**config.mk**
```make
export PLATFORM = sky130hd
export DESIGN_NAME = fre_calc_flat
export DESIGN_NICKNAME = d
export VERILOG_FILES = /design/src/rtl/fre_calc_pkg.sv /design/src/rtl/fre_calc_if.sv /design/src/rtl/fre_calc_div.sv /design/src/rtl/fre_calc.sv /design/src/flat_wrapper.sv
export SDC_FILE = /design/constraint.sdc
export NUM_CORES = 1
export LEC_CHECK = 0
export CAP_MARGIN = 40
export CORE_ASPECT_RATIO = 1.75
export CORE_MARGIN = 8
export CORE_UTILIZATION = 58
export DETAILED_ROUTE_END_ITERATION = 10
export GPL_ROUTABILITY_DRIVEN = 0
export HOLD_SLACK_MARGIN = 0.15
export PLACE_DENSITY_LB_ADDON = 0.08
export SLEW_MARGIN = 5
export SYNTH_ARGS = -nofsm -noshare
export SYNTH_HDL_FRONTEND = slang
export SYNTH_SLANG_ARGS = --single-unit
```
**constraint.sdc**
```tcl
create_clock -name clk_100M -period 9.48 [get_ports clk_100M]
set_clock_uncertainty 0.1 [all_clocks]
set_input_delay 1.896 -clock clk_100M [delete_from_list [all_inputs] [get_ports clk_100M]]
set_output_delay 1.896 -clock clk_100M [all_outputs]
set_load 0.005 [all_outputs]
```
**src/rtl/fre_calc_pkg.sv**
```systemverilog
// Shared measurement package: reference clock default, calculator state
// encoding and the 64->32 bit saturation helper.
package fre_calc_pkg;

  localparam int unsigned CLK_FREQ_DEFAULT = 32'd100_000_000;

  typedef enum logic [1:0] {
    ST_IDLE = 2'd0,
    ST_LOAD = 2'd1,
    ST_DIV  = 2'd2,
    ST_DONE = 2'd3
  } fc_state_e;

  function automatic logic [31:0] sat_u64_to_u32(input logic [63:0] v);
    logic [31:0] r;
    if (v[63:32] != 32'd0) begin
      r = 32'hFFFF_FFFF;
    end else begin
      r = v[31:0];
    end
    return r;
  endfunction

endpackage

```
**src/rtl/fre_calc_if.sv**
```systemverilog
// Gate-stage to frequency-calculator bundle: counts and gate in, result out.
interface fre_calc_if;
  logic [31:0] M;
  logic [31:0] N;
  logic        gate;
  logic [31:0] freq;
  logic        valid;
  logic        busy;
  logic        err;

  modport master (output M, N, gate, input freq, valid, busy, err);
  modport slave  (input M, N, gate, output freq, valid, busy, err);
endinterface

```
**src/rtl/fre_calc_div.sv**
```systemverilog
// Restoring divider, 64-bit dividend by 32-bit divisor, one quotient bit per
// clock; done and the final quotient/remainder are presented during the last step.
module div_u64_u32
  import fre_calc_pkg::*;
(
  input  logic        clk_100M,
  input  logic        rst_n,
  input  logic        start,
  input  logic [63:0] dividend,
  input  logic [31:0] divisor,
  output logic        done,
  output logic [63:0] quotient,
  output logic [31:0] remainder
);

  logic [63:0] q_r;
  logic [31:0] rem_r;
  logic [31:0] div_r;
  logic [5:0]  cnt_r;
  logic        run_r;

  logic [32:0] rem_sh_s;
  logic [32:0] diff_s;
  logic        ge_s;
  logic [31:0] rem_nxt_s;
  logic [63:0] q_nxt_s;

  // One restoring step: a clear borrow bit in the 33-bit difference means subtract.
  always_comb begin
    rem_sh_s = {rem_r, q_r[63]};
    diff_s   = rem_sh_s - {1'b0, div_r};
    ge_s     = ~diff_s[32];
    if (ge_s) begin
      rem_nxt_s = diff_s[31:0];
    end else begin
      rem_nxt_s = rem_sh_s[31:0];
    end
    q_nxt_s = {q_r[62:0], ge_s};
  end

  assign done      = run_r & (cnt_r == 6'd63);
  assign quotient  = q_nxt_s;
  assign remainder = rem_nxt_s;

  // Iteration registers: load on start, then 64 shift/subtract steps.
  always_ff @(posedge clk_100M or negedge rst_n) begin
    if (!rst_n) begin
      q_r   <= 64'd0;
      rem_r <= 32'd0;
      div_r <= 32'd0;
      cnt_r <= 6'd0;
      run_r <= 1'b0;
    end else if (start) begin
      q_r   <= dividend;
      rem_r <= 32'd0;
      div_r <= divisor;
      cnt_r <= 6'd0;
      run_r <= 1'b1;
    end else if (run_r) begin
      q_r   <= q_nxt_s;
      rem_r <= rem_nxt_s;
      cnt_r <= cnt_r + 6'd1;
      if (done) begin
        run_r <= 1'b0;
      end
    end
  end

endmodule

```
**src/rtl/fre_calc.sv**
```systemverilog
// Frequency calculator: on gate fall computes N*CLK_FREQ/M (optionally
// rounded), saturates to 32 bits, and pulses valid with a fixed latency.
module fre_calc
  import fre_calc_pkg::*;
#(
  parameter int unsigned CLK_FREQ = CLK_FREQ_DEFAULT,
  parameter int unsigned ROUND    = 32'd1
) (
  input logic       clk_100M,
  input logic       rst_n,
  fre_calc_if.slave bus
);

  fc_state_e   state_r;
  fc_state_e   state_nxt_s;
  logic        gate_pre_r;
  logic [31:0] m_r;
  logic [31:0] n_r;
  logic [31:0] freq_r;
  logic        valid_r;
  logic        busy_r;
  logic        err_r;

  logic        trigger_s;
  logic        latch_s;
  logic        start_s;
  logic        fin_zero_s;
  logic        fin_div_s;
  logic [63:0] num_s;
  logic [63:0] div_quot_s;
  logic [31:0] div_rem_unused_s;
  logic        div_done_s;

  assign trigger_s = gate_pre_r & ~bus.gate;

  // Adding M/2 before dividing turns truncation into round-to-nearest.
  assign num_s = (64'(n_r) * 64'(CLK_FREQ))
               + ((ROUND != 32'd0) ? 64'({1'b0, m_r[31:1]}) : 64'd0);

  div_u64_u32 u_div (
    .clk_100M  (clk_100M),
    .rst_n     (rst_n),
    .start     (start_s),
    .dividend  (num_s),
    .divisor   (m_r),
    .done      (div_done_s),
    .quotient  (div_quot_s),
    .remainder (div_rem_unused_s)
  );

  // Next-state and one-cycle control strobes.
  always_comb begin
    state_nxt_s = state_r;
    latch_s     = 1'b0;
    start_s     = 1'b0;
    fin_zero_s  = 1'b0;
    fin_div_s   = 1'b0;
    case (state_r)
      ST_IDLE: begin
        if (trigger_s) begin
          state_nxt_s = ST_LOAD;
          latch_s     = 1'b1;
        end else begin
          state_nxt_s = ST_IDLE;
        end
      end
      ST_LOAD: begin
        if (m_r == 32'd0) begin
          state_nxt_s = ST_DONE;
          fin_zero_s  = 1'b1;
        end else begin
          state_nxt_s = ST_DIV;
          start_s     = 1'b1;
        end
      end
      ST_DIV: begin
        if (div_done_s) begin
          state_nxt_s = ST_DONE;
          fin_div_s   = 1'b1;
        end else begin
          state_nxt_s = ST_DIV;
        end
      end
      ST_DONE: state_nxt_s = ST_IDLE;
      default: state_nxt_s = ST_IDLE;
    endcase
  end

  // State register.
  always_ff @(posedge clk_100M or negedge rst_n) begin
    if (!rst_n) begin
      state_r <= ST_IDLE;
    end else begin
      state_r <= state_nxt_s;
    end
  end

  // Edge detect, operand latch and registered results (outputs land as DONE is entered).
  always_ff @(posedge clk_100M or negedge rst_n) begin
    if (!rst_n) begin
      gate_pre_r <= 1'b0;
      m_r        <= 32'd0;
      n_r        <= 32'd0;
      freq_r     <= 32'd0;
      valid_r    <= 1'b0;
      busy_r     <= 1'b0;
      err_r      <= 1'b0;
    end else begin
      gate_pre_r <= bus.gate;
      valid_r    <= fin_zero_s | fin_div_s;
      if (latch_s) begin
        m_r    <= bus.M;
        n_r    <= bus.N;
        busy_r <= 1'b1;
      end
      if (fin_zero_s) begin
        freq_r <= 32'd0;
        err_r  <= 1'b1;
        busy_r <= 1'b0;
      end else if (fin_div_s) begin
        freq_r <= sat_u64_to_u32(div_quot_s);
        err_r  <= 1'b0;
        busy_r <= 1'b0;
      end
    end
  end

  assign bus.freq  = freq_r;
  assign bus.valid = valid_r;
  assign bus.busy  = busy_r;
  assign bus.err   = err_r;

endmodule

```
**src/flat_wrapper.sv**
```systemverilog
// flat-port wrapper written by rule: the top's interface ports become plain ports
module fre_calc_flat import fre_calc_pkg::*;
#(
  parameter int unsigned CLK_FREQ = CLK_FREQ_DEFAULT,
  parameter int unsigned ROUND    = 32'd1
)
  (clk_100M, rst_n, bus_M, bus_N, bus_gate, bus_freq, bus_valid, bus_busy, bus_err);
  fre_calc_if bus_i ();
  input logic clk_100M;
  input logic rst_n;
  input wire logic [$bits(bus_i.M)-1:0] bus_M;
  input wire logic [$bits(bus_i.N)-1:0] bus_N;
  input wire logic [$bits(bus_i.gate)-1:0] bus_gate;
  output wire logic [$bits(bus_i.freq)-1:0] bus_freq;
  output wire logic [$bits(bus_i.valid)-1:0] bus_valid;
  output wire logic [$bits(bus_i.busy)-1:0] bus_busy;
  output wire logic [$bits(bus_i.err)-1:0] bus_err;
  assign bus_i.M = bus_M;
  assign bus_i.N = bus_N;
  assign bus_i.gate = bus_gate;
  assign bus_freq = bus_i.freq;
  assign bus_valid = bus_i.valid;
  assign bus_busy = bus_i.busy;
  assign bus_err = bus_i.err;
  fre_calc #(.CLK_FREQ(CLK_FREQ), .ROUND(ROUND)) u_core (.clk_100M(clk_100M), .rst_n(rst_n), .bus(bus_i));
endmodule
```
After elaboration in Yosys (flattened, before gate mapping)

Index checks and enable logic that the tools add are counted.
W data, S select, Z words.

Register bits: 237
Latch bits: 0
Memory bits (read-only): 0
Memory bits (writable): 0
Output and inout bits: 35
Memories: 0

Div/mod/pow operators: 0
Order comparisons: 0
Reduce and logical (&&, ||, !) cells: 6
Eq/ne operators: 4
Mux-type cells: 30
$add $sub $neg: 3
Shift operators: 0
$mul: 1
Bitwise operators: 5

Operators with widths:

| operator                 | number |
|---|---|
| $mux W32                 | 6 |
| $mux W64                 | 2 |
| $add A59 B31 Y60         | 1 |
| $mul A32 B19 Y51 const B | 1 |
| $sub A33 B32 Y33         | 1 |
| $logic_not A32 Y1        | 1 |
| $reduce_bool A32 Y1      | 1 |
| $mux W1                  | 19 |
| $mux W6                  | 2 |
| $pmux W2 S4              | 1 |
| $add A6 B1 Y6 const B    | 1 |
| $eq A6 B6 Y1 const B     | 1 |
| $eq A2 B2 Y1 const B     | 2 |
| $reduce_bool A2 Y1       | 2 |
| $reduce_bool A3 Y1       | 1 |
| $and A1 B1 Y1            | 2 |
| $eq A2 B1 Y1 const B     | 1 |
| $logic_not A2 Y1         | 1 |
| $not A1 Y1               | 2 |
| $or A1 B1 Y1             | 1 |

Logic depth before layout (Yosys ltp)

Gate-level depths: netlist (run 1).

Depth after elaboration: 7
Gate-level depth with buffers: 29
Mapped depth without buffers: 28

Modules after synthesis

Synthesis (run 1) repeated with hierarchy kept, for this count alone.

Cells, all modules: 2673
Area total of the unflattened synthesis: 25939.9 um^2

Modules (own cells, without submodules):

| module      | cells each | area an instance (um^2) | times used |
|---|---|---|---|
| fre_calc    | 1722       | 17508.0                 | 1 |
| div_u64_u32 | 951        | 8431.8                  | 1 |

Worst setup path after synthesis (run 1)

OpenSTA, ideal clock, no wires.

Path kind: reg-to-reg
From: reg u_core.n_r[4]
To: reg u_core.u_div.q_r[51]
Cell stages (with the launch flop): 24
Arrival time: 6884 ps
Path buffers: 1
Slack: 2402 ps
Path through: dfrtp_1 inv_1 fa_1 fa_1 inv_1 fa_1 fa_1 fa_1 inv_1 fa_1 inv_1 ha_1 a21oi_1 a21boi_1 nand2_1 xor2_1 ha_1 and2_1 nand3_1 o31ai_1 clkbuf_1 nand4_1 o211a_1 a211oi_1

Cells in the longest elaborated chain, start to end: 3

Ends and longest elaborated chain:

| element                  | line               | source |
|---|---|---|
| start: declaration       | fre_calc.sv:18     | `logic [31:0] n_r;` |
| start signal: assignment | fre_calc.sv:113    | `n_r <= bus.N;` |
| $mul A32 B19 Y51         | fre_calc.sv:37     | `assign num_s = (64'(n_r) * 64'(CLK_FREQ))` |
| $add A59 B31 Y60         | fre_calc.sv:38     | `+ ((ROUND != 32'd0) ? 64'({1'b0, m_r[31:1]}) : 64'd0);` |
| $mux W64                 | fre_calc_div.sv:53 | `end else if (start) begin` |
| end signal: assignment   | fre_calc_div.sv:54 | `q_r <= dividend;` |
| end signal: assignment   | fre_calc_div.sv:60 | `q_r <= q_nxt_s;` |
| end: declaration         | fre_calc_div.sv:16 | `logic [63:0] q_r;` |

Every way passes these cells.
A chain may end at the register's enable or synchronous reset.

Worst setup path in the final report (run 1)

From: reg u_core.n_r[4]
To: reg u_core.u_div.q_r[58]

The elaborated chain is that of the path after synthesis.

==> results.toml, run 1 <==
[run_status]
status = "finished, final reports clean"

[cells_and_area]
regArea_sq_um = 5934
nets = 3312
drive_gt1_share_pct = 7.712
antenna_cells = 0
fin_area_sq_um = 28320
multiInputGateArea_sq_um = 17810
nFillCells = 3773
fin_util_pct = 64.14
area_growth_pct = 9.622

[timing]
fin_tns_setup_ns = 0
slew_headroom_pct = 45.13
finalCritPeriodShare_pct = 86.21
period_needed_ns = 8.173
postLayoutSetupSlackWorst_ns = 1.307
max_freq_mhz = 122.4
finalHoldViolations = 0
rsz0062_at_grt = "no"
setup_viol = 0
final-max-slew-violation-count = 0
worst_slew_pin_slew_ns = 0.8231

[routing]
via_per_inst = 5.914
dr.max_layer_used = "met4"
drcViolationCount = 0
dr.pass1.iters = 5
routed_wl_um = 70180
first_iter_violations = 1076
met2RoutedLength_um = 38680
vias = 19410
wire_per_inst_um = 21.38
wl_met1_um = 24240
wl_met3_um = 2265
ant_nets = 0

[placed_design]
hpwl_um = 57160
place_area_sq_um = 27410
dpl_worst_slack_ns = 1.422
io_buffers = 101

[synth]
synth_area_leaders = "dfrtp_1 (23%), fa_1 (21%), ha_1 (14%)"
synth_compound_area_share_pct = 15.45
synthAdderAreaFrac_pct = 34.70
yosys_warnings = 0
synth_top_family_by_area = "adder cells"
synthArstFlopShare_pct = 100.0
synth_area_sq_um = 25840
avgSynthCellArea_sq_um = 9.798
synth-simple-area-share_pct = 9.264
synth_flop_cell = "dfrtp_1"
synth_area_leader_cell = "dfrtp_1"
synth_top_area_share_pct = 22.95
synth_common_cells = "inv_1 (461), ha_1 (283), fa_1 (271)"
syn_inst = 2637
synth_edf_count = 0
synth_seq_cells = 237
yosysUniqueCellTypes = 88
synth_nets = 3258
synth_mux_area_share_pct = 5.366
synth_xor_area_share_pct = 4.029
synth.most_common_cell = "inv_1"
ys_seq_area_share_pct = 22.95

[cts]
cts_max_path_buffers = 3
htreeDepth = 1
cts_resized = 0
cts_made_buffers = 26
clkTransAtPathRegs_ns = 0.08
tritoncts = "yes"
clock_latency_ns = 0.59
numClockSinks = 237
cts_setup_buffers = 0
ctsHoldBuffers = 0
ctsRootBufferMaster = "clkbuf_16"

[run]
cap_viol_max_count = 0

[floorplan]
rows = 102
start_util_pct = 58.51
coreArea_sq_um = 44160
dieWidth_um = 175.5
io_pins = 102
fp.dieH_um = 295.2
die_area_sq_um = 51820

[critical_path]
crit_type = "reg -> reg"
reg2reg_setup_slack_ns = 1.31
cp_cell_sequence = "inv_1, fa_1, fa_1, inv_1, fa_1, fa_1, fa_1, inv_1, fa_1, inv_1, ha_1, a21oi_1, a21boi_1, nand2_1, xor2_1, ha_1, and2_1, nand4_1, a21oi_1, o2111ai_1, nor4_4, a31o_2, a31oi_1"
crit_path_frequent_cell = "fa_1"
crit_required_ns = 9.77
startpoint = "u_core.n_r[4]"
startpoint_type = "flip-flop"
cp_max_fo = 10
cp_slowest_cell = "dfrtp_1"
crit_path_end_kind = "flip-flop"
cp.arrival_ns = 8.46
crit_buf_inv = 4
cpLargestDelayFamily = "adder cells"
critical-path-max-stage-delay_ns = 0.67
r2r_start = "u_core.n_r[4]"

[worst_hold_path]
hp-class = "reg -> reg"
hp-start = "u_core.bus.err"

[global_routing]
grt_max_degree = 96
grt_usage_pct = 27.64
grt_pass1_wl_um = 112700
antenna_found_initial = 0
grt_pass1_vias = 21250
grt_overflow = 0
## worst reg2reg max path: cells and delay by family (launching register included)
family	cells	cell delay [ns]
fa+ha+maj	8	3.89
xor+xnor	1	0.20
compound gates	6	1.78
flops	1	0.67
simple gates	4	1.00
buf+inv	4	0.33
## cells by family after synthesis
family          after synthesis
simple gates                461
compound gates              584
fa+ha+maj                   554
mux                         130
buf+inv                     553
flops                       237
xor+xnor                    118
## registers in the layout, indices dropped and copies added, names as in the netlist
register            count
u_core.bus.busy         1
u_core.u_div.cnt_r      6
u_core.bus.err          1
u_core.bus.freq        32
u_core.u_div.q_r       64
u_core.u_div.rem_r     32
u_core.n_r             32
u_core.bus.valid        1
u_core.m_r             32
u_core.state_r          2
u_core.gate_pre_r       1
u_core.u_div.run_r      1
u_core.u_div.div_r     32
## layout make-up
class	count	area share, %
flip-flops and latches	237	20.95
repair buffers	118	4.303
well taps	572	2.527
clock buffers	33	2.531
clock inverters	14	0.7112
inverters	461	6.109
multi-input cells	1847	62.87
## path summary, 6_finish.rpt
check | endpoint | depth (start not counted)
worst max-delay path | u_core.u_div.q_r[58] | 23
worst min-delay path | u_core.bus.err | 2
worst max register to register | u_core.u_div.q_r[58] | 23
worst min register to register | u_core.bus.err | 2
max in group asynchronous | u_core.n_r[28] | 3
min in group asynchronous | u_core.u_div.rem_r[19] | 1
## per-stage QoR
step	cells	hold WS, ns
2_1_floorplan	2637	0.3498
3_3_place_gp	3230	0.3662
3_5_place_dp	3235	0.3721
4_1_cts	3282	0.3886
5_1_grt	3282	0.4284
6_report	3282	0.3868
## metal layers
metal / vias up / track usage [%]
met5: - / 0
met3: 214 / 2.774
met1: 9600 / 27.06
met4: 0 / 17.84
met2: 535 / 54.00
li1: 9062 / -
## cells in the final DEF (no fill, tap or decap), types with 5 or more instances in the layout
master / synthesis / final
nor3_1: 24 / 24
dfrtp_1: 237 / 236
or3_1: 11 / 11
o2111ai_1: 5 / 5
and2_1: 10 / 10
mux2i_1: 62 / 62
nor2b_1: 35 / 34
o21a_1: 22 / 22
fa_1: 271 / 271
clkbuf_16: 0 / 26
nand3b_1: 5 / 5
inv_1: 461 / 461
nor2_1: 81 / 81
o211ai_1: 14 / 14
buf_4: 7 / 12
nand3_1: 32 / 32
o221a_2: 33 / 33
and3_1: 12 / 12
a21oi_1: 141 / 141
nand4_1: 31 / 31
nand2b_1: 16 / 16
nand2_1: 143 / 143
a31o_2: 6 / 6
mux2_2: 68 / 68
nor4_1: 23 / 23
a211oi_1: 47 / 47
a31oi_1: 18 / 18
and4_1: 14 / 14
xor2_1: 60 / 60
clkdlybuf4s50_1: 0 / 100
ha_1: 283 / 283
o21bai_1: 9 / 9
o21ai_0: 137 / 136
o21ai_1: 6 / 6
a21o_1: 77 / 77
a21boi_0: 5 / 5
xnor2_1: 57 / 56
Power of run 1 is left out: the tool's default activity adds up to more than one toggle a clock period on the data nets, which glitch-free logic cannot reach.
==> run 2, diff against run 1 <==
--- a/config.mk
+++ b/config.mk
@@ -10,7 +10,6 @@
 export CORE_MARGIN = 8
 export CORE_UTILIZATION = 58
 export DETAILED_ROUTE_END_ITERATION = 10
-export GPL_ROUTABILITY_DRIVEN = 0
 export HOLD_SLACK_MARGIN = 0.15
 export PLACE_DENSITY_LB_ADDON = 0.08
 export SLEW_MARGIN = 5
==> results.toml, run 2 (synthesis gave the netlist of run 1 again) <==
[global_routing]
grt_overflow = 0
use_met3_pct = 3.042
use_met2_pct = 55.11
use_met1_pct = 27.63
grt_usage_pct = 28.48
grt_pass1_vias = 21460
grt_max_degree = 148
antenna_found_initial = 0
grt_pass1_wl_um = 115100
grt.busiest_layer = "met2"

[cts]
numClockSinks = 237
clock_latency_ns = 0.58
ctsHoldBuffers = 0
cts_setup_buffers = 0
ctsRootBufferMaster = "clkbuf_16"
tritoncts = "yes"
cts_max_path_buffers = 3
htreeDepth = 1
clkTransAtPathRegs_ns = 0.08
cts_resized = 0
cts_made_buffers = 25

[timing]
setup_viol = 0
finalHoldViolations = 0
rsz0062_at_grt = "no"
postLayoutSetupSlackWorst_ns = 1.397
max_freq_mhz = 123.7
slew_headroom_pct = 42.18
fin_hold_ws_ns = 0.3813
worst_slew_pin_slew_ns = 0.8538
period_needed_ns = 8.083
final-max-slew-violation-count = 0
fin_tns_setup_ns = 0
finalCritPeriodShare_pct = 85.26

[routing]
routed_wl_um = 72060
ant_nets = 0
wire_per_inst_um = 21.97
dr.pass1.iters = 5
vias = 19300
first_iter_violations = 992
drcViolationCount = 0
via_per_inst = 5.887

[critical_path]
cp_cell_sequence = "inv_1, fa_1, fa_1, inv_1, fa_1, fa_1, fa_1, inv_1, fa_1, inv_1, ha_1, nand2_1, o31ai_2, or2_2, xor2_1, ha_1, and2_1, nand4_1, a21oi_1, o2111ai_1, nor4_4, a31o_2, a31oi_1"
cp_slowest_cell = "dfrtp_1"
cpLargestDelayFamily = "adder cells"
crit_buf_inv = 4
r2r_cells = 23
cp_max_fo = 9
crit_type = "reg -> reg"
crit_path_end_kind = "flip-flop"
reg2reg_setup_slack_ns = 1.40
cp.arrival_ns = 8.40
crit_path_frequent_cell = "fa_1"
worstReg2RegEnd = "u_core.u_div.q_r[58]"
startpoint_type = "flip-flop"
r2r_start = "u_core.n_r[5]"
critical-path-max-stage-delay_ns = 0.63
crit_required_ns = 9.80

[cells_and_area]
antenna_cells = 0
area_growth_pct = 9.487
fin_util_pct = 64.06
drive_gt1_share_pct = 7.647
final_common_cell = "inv_1"
nets = 3309
regMostFlops = "u_core.u_div.q_r"
layout_common_cells = "inv_1 (461), ha_1 (283), fa_1 (271)"
largest_reg_flops = 64

[floorplan]
io_pins = 102
fp.dieH_um = 295.2
die_area_sq_um = 51820
coreArea_sq_um = 44160
rows = 102
start_util_pct = 58.51
dieWidth_um = 175.5

[placed_design]
io_buffers = 101
dpl_worst_slack_ns = 1.412
hpwl_um = 58940
place.gp.congestion = 1.001

[worst_hold_path]
holdPathStages = 2
worstHoldEndpoint = "u_core.u_div.div_r[10]"
hp-class = "reg -> reg"
hp-start = "u_core.u_div.div_r[10]"

[run_status]
status = "finished, final reports clean"

[run]
cap_viol_max_count = 0
==> run 2: cell types whose count changed in the layout (fill, tap and decap cells not counted), moves of 2 or more <==
| cell | before | now |
|---|---|---|
| buf_4 | 12 | 8 |
| clkbuf_8 | 4 | 6 |
| buf_12 | 0 | 2 |
| clkinv_4 | 2 | 0 |
==> run 2: worst max path at each step <==
stage                        from                    to  cells past startpoint
finish              u_core.n_r[5]  u_core.u_div.q_r[58]                     23
detailed placement  u_core.n_r[6]  u_core.u_div.q_r[58]                     23
global placement    u_core.n_r[6]  u_core.u_div.q_r[58]                     23
CTS                 u_core.n_r[5]  u_core.u_div.q_r[58]                     23
floorplan           u_core.n_r[4]  u_core.u_div.q_r[51]                     23
global route        u_core.n_r[2]  u_core.u_div.q_r[58]                     24
==> run 2: worst register-to-register path, delay by kind of cell (launching register included) <==
| family | cells | cell delay [ns] |
|---|---|---|
| flip-flops | 1 | 0.63 |
| adder cells (fa/ha/maj) | 8 | 4.04 |
| AO/OA/AOI/OAI | 5 | 1.50 |
| buffers and inverters | 4 | 0.38 |
| AND/OR/NAND/NOR | 5 | 1.16 |
| XOR/XNOR | 1 | 0.09 |
==> run 2: metal layers <==
layer | wire length [um] | up-vias
met5 | 0 | -
li1 | - | 9068
met1 | 24750 | 9567
met2 | 39360 | 451
met4 | 5694 | 0
met3 | 2251 | 217
==> run 2: cell type report <==
cell class / instances / area (sq um)
Multi-Input combinational cell: 1847 / 17810
Fill cell: 3723 / 15870
Sequential cell: 237 / 5934
Inverter: 461 / 1730
Timing Repair Buffer: 116 / 1212
Clock buffer: 33 / 715.7
Tap cell: 572 / 715.7
Clock inverter: 13 / 173.9
==> run 2: metrics by stage <==
| step | instances | instance area (sq um) |
|---|---|---|
| 2_1_floorplan | 2637 | 25840 |
| 3_3_place_gp | 3227 | 27280 |
| 3_5_place_dp | 3233 | 27400 |
| 4_1_cts | 3279 | 28290 |
| 5_1_grt | 3279 | 28290 |
| 6_report | 3279 | 28290 |
Power of run 2 is left out for the same reason.
==> run 3, diff against run 2 <==
--- a/config.mk
+++ b/config.mk
@@ -8,7 +8,7 @@
 export CAP_MARGIN = 40
 export CORE_ASPECT_RATIO = 1.75
 export CORE_MARGIN = 8
-export CORE_UTILIZATION = 58
+export CORE_UTILIZATION = 35
 export DETAILED_ROUTE_END_ITERATION = 10
 export HOLD_SLACK_MARGIN = 0.15
 export PLACE_DENSITY_LB_ADDON = 0.08
==> results.toml, run 3 (synthesis gave the netlist of run 1 again) <==
[placed_design]
hpwl_um = 65120
io_buffers = 101
place.gp.congestion = 0.9108
dpl_worst_slack_ns = 1.215

[timing]
fin_tns_setup_ns = 0
postLayoutSetupSlackWorst_ns = 1.236
final-max-slew-violation-count = 0
period_needed_ns = 8.244
worst_slew_pin_slew_ns = 0.9004
setup_viol = 0
rsz0062_at_grt = "no"
finalCritPeriodShare_pct = 86.96
slew_headroom_pct = 39.98
max_freq_mhz = 121.3
finalHoldViolations = 0

[cells_and_area]
nFillCells = 7265
layout_common_cells = "inv_1 (461), ha_1 (283), fa_1 (271)"
regMostFlops = "u_core.u_div.q_r"
antenna_cells = 0
final_common_cell = "inv_1"
drive_gt1_share_pct = 7.947
largest_reg_flops = 64
nets = 3318
area_growth_pct = 11.53

[cts]
clock_latency_ns = 0.61
cts_made_buffers = 28
htreeDepth = 1
tritoncts = "yes"
clkTransAtPathRegs_ns = 0.06
ctsHoldBuffers = 0
cts_max_path_buffers = 3
cts_setup_buffers = 0
cts_resized = 0
ctsRootBufferMaster = "clkbuf_16"
numClockSinks = 237

[run]
cap_viol_max_count = 0

[worst_hold_path]
hp-class = "reg -> reg"

[critical_path]
cp_slowest_cell = "dfrtp_1"
critPathCapture = "u_core.u_div.q_r[58]"
crit_path_end_kind = "flip-flop"
crit_type = "reg -> reg"
critical-path-max-stage-delay_ns = 0.64
cp_cell_sequence = "fa_1, ha_1, a21o_1, fa_1, fa_1, fa_1, inv_1, fa_1, inv_1, ha_1, a21oi_1, o211ai_1, a21boi_1, nand2_1, xor2_1, ha_1, and2_1, nand4_1, a21oi_1, o2111ai_1, nor4_4, a31o_2, a31oi_1"
cp_max_fo = 10
crit_required_ns = 9.82
crit_path_frequent_cell = "fa_1"
startpoint_type = "flip-flop"
startpoint = "u_core.n_r[0]"
r2r_start = "u_core.n_r[0]"
worstReg2RegEnd = "u_core.u_div.q_r[58]"
r2r_cells = 23
cp.arrival_ns = 8.59
reg2reg_setup_slack_ns = 1.24

[floorplan]
io_pins = 102
coreArea_sq_um = 73500
fp.dieH_um = 375.4
rows = 132
dieWidth_um = 221.4
die_area_sq_um = 83110
start_util_pct = 35.15

[routing]
routed_wl_um = 78500
ant_nets = 0
vias = 19050
drcViolationCount = 0
dr.pass1.iters = 5
via_per_inst = 5.211
wire_per_inst_um = 21.47
first_iter_violations = 783

[global_routing]
antenna_found_initial = 0
grt_max_degree = 86
grt_pass1_vias = 21010
grt_pass1_wl_um = 123100
grt_usage_pct = 18.95
grt_overflow = 0

[run_status]
status = "finished, final reports clean"
==> run 3: cell count changes in the layout (fill, tap and decap cells not counted), sizes merged <==
cell           delta
buf               +5
clkbuf            +3
clkinv            +2
clkinvlp          +2
bufinv            -1
clkdlybuf4s15     +1
inv               -1
==> run 3: cell type report <==
class                   count  area, sq um  area share (%)
multi-input cells        1847        17810           61.79
flip-flops and latches    237         5934           20.59
inverters                 461         1730           6.005
repair buffers            122         1230           4.268
well taps                 938         1174           4.073
clock buffers              36        770.7           2.675
clock inverters            15        171.4          0.5948
==> run 3: how the worst min path moves through the flow <==
stage | from | endpoint | slack [ns] | depth (start not counted)
after global placement | u_core.u_div.div_r[10] | u_core.u_div.div_r[10] | 0.37 | 2
after CTS | u_core.u_div.div_r[10] | u_core.u_div.div_r[10] | 0.40 | 2
after floorplan | u_core.u_div.div_r[10] | u_core.u_div.div_r[10] | 0.35 | 2
after global routing | u_core.u_div.div_r[10] | u_core.u_div.div_r[10] | 0.44 | 2
after detailed placement | u_core.u_div.div_r[10] | u_core.u_div.div_r[10] | 0.38 | 2
final | u_core.u_div.div_r[10] | u_core.u_div.div_r[10] | 0.39 | 2
==> run 3: worst max-delay path, delay by kind of cell (launching register included) <==
kind                     cells  cell delay, ns
AND/OR/NAND/NOR              4            0.96
AO/OA/AOI/OAI                8            2.28
flip-flops                   1            0.64
adder cells (fa/ha/maj)      8            3.84
buffers and inverters        2            0.09
XOR/XNOR                     1            0.19
==> run 3: routing by layer <==
layer	wire length, um	vias up	track usage (%)
met3	2068	138	2.083
met4	3895	0	8.493
met1	28130	9526	18.58
met5	0	-	0
li1	-	9083	-
met2	44410	306	38.87
==> run 3: per-stage QoR <==
stage	instance area, sq um	hold slack, ns	std cells	utilization (%)
detailed placement	27870	0.3847	3605	37.93
CTS	28820	0.3995	3656	39.21
global placement	27770	0.3747	3598	37.78
global route	28820	0.4393	3656	39.21
floorplan	25840	0.3498	2637	-
finish	28820	0.3944	3656	39.21
Power of run 3 is left out for the same reason.
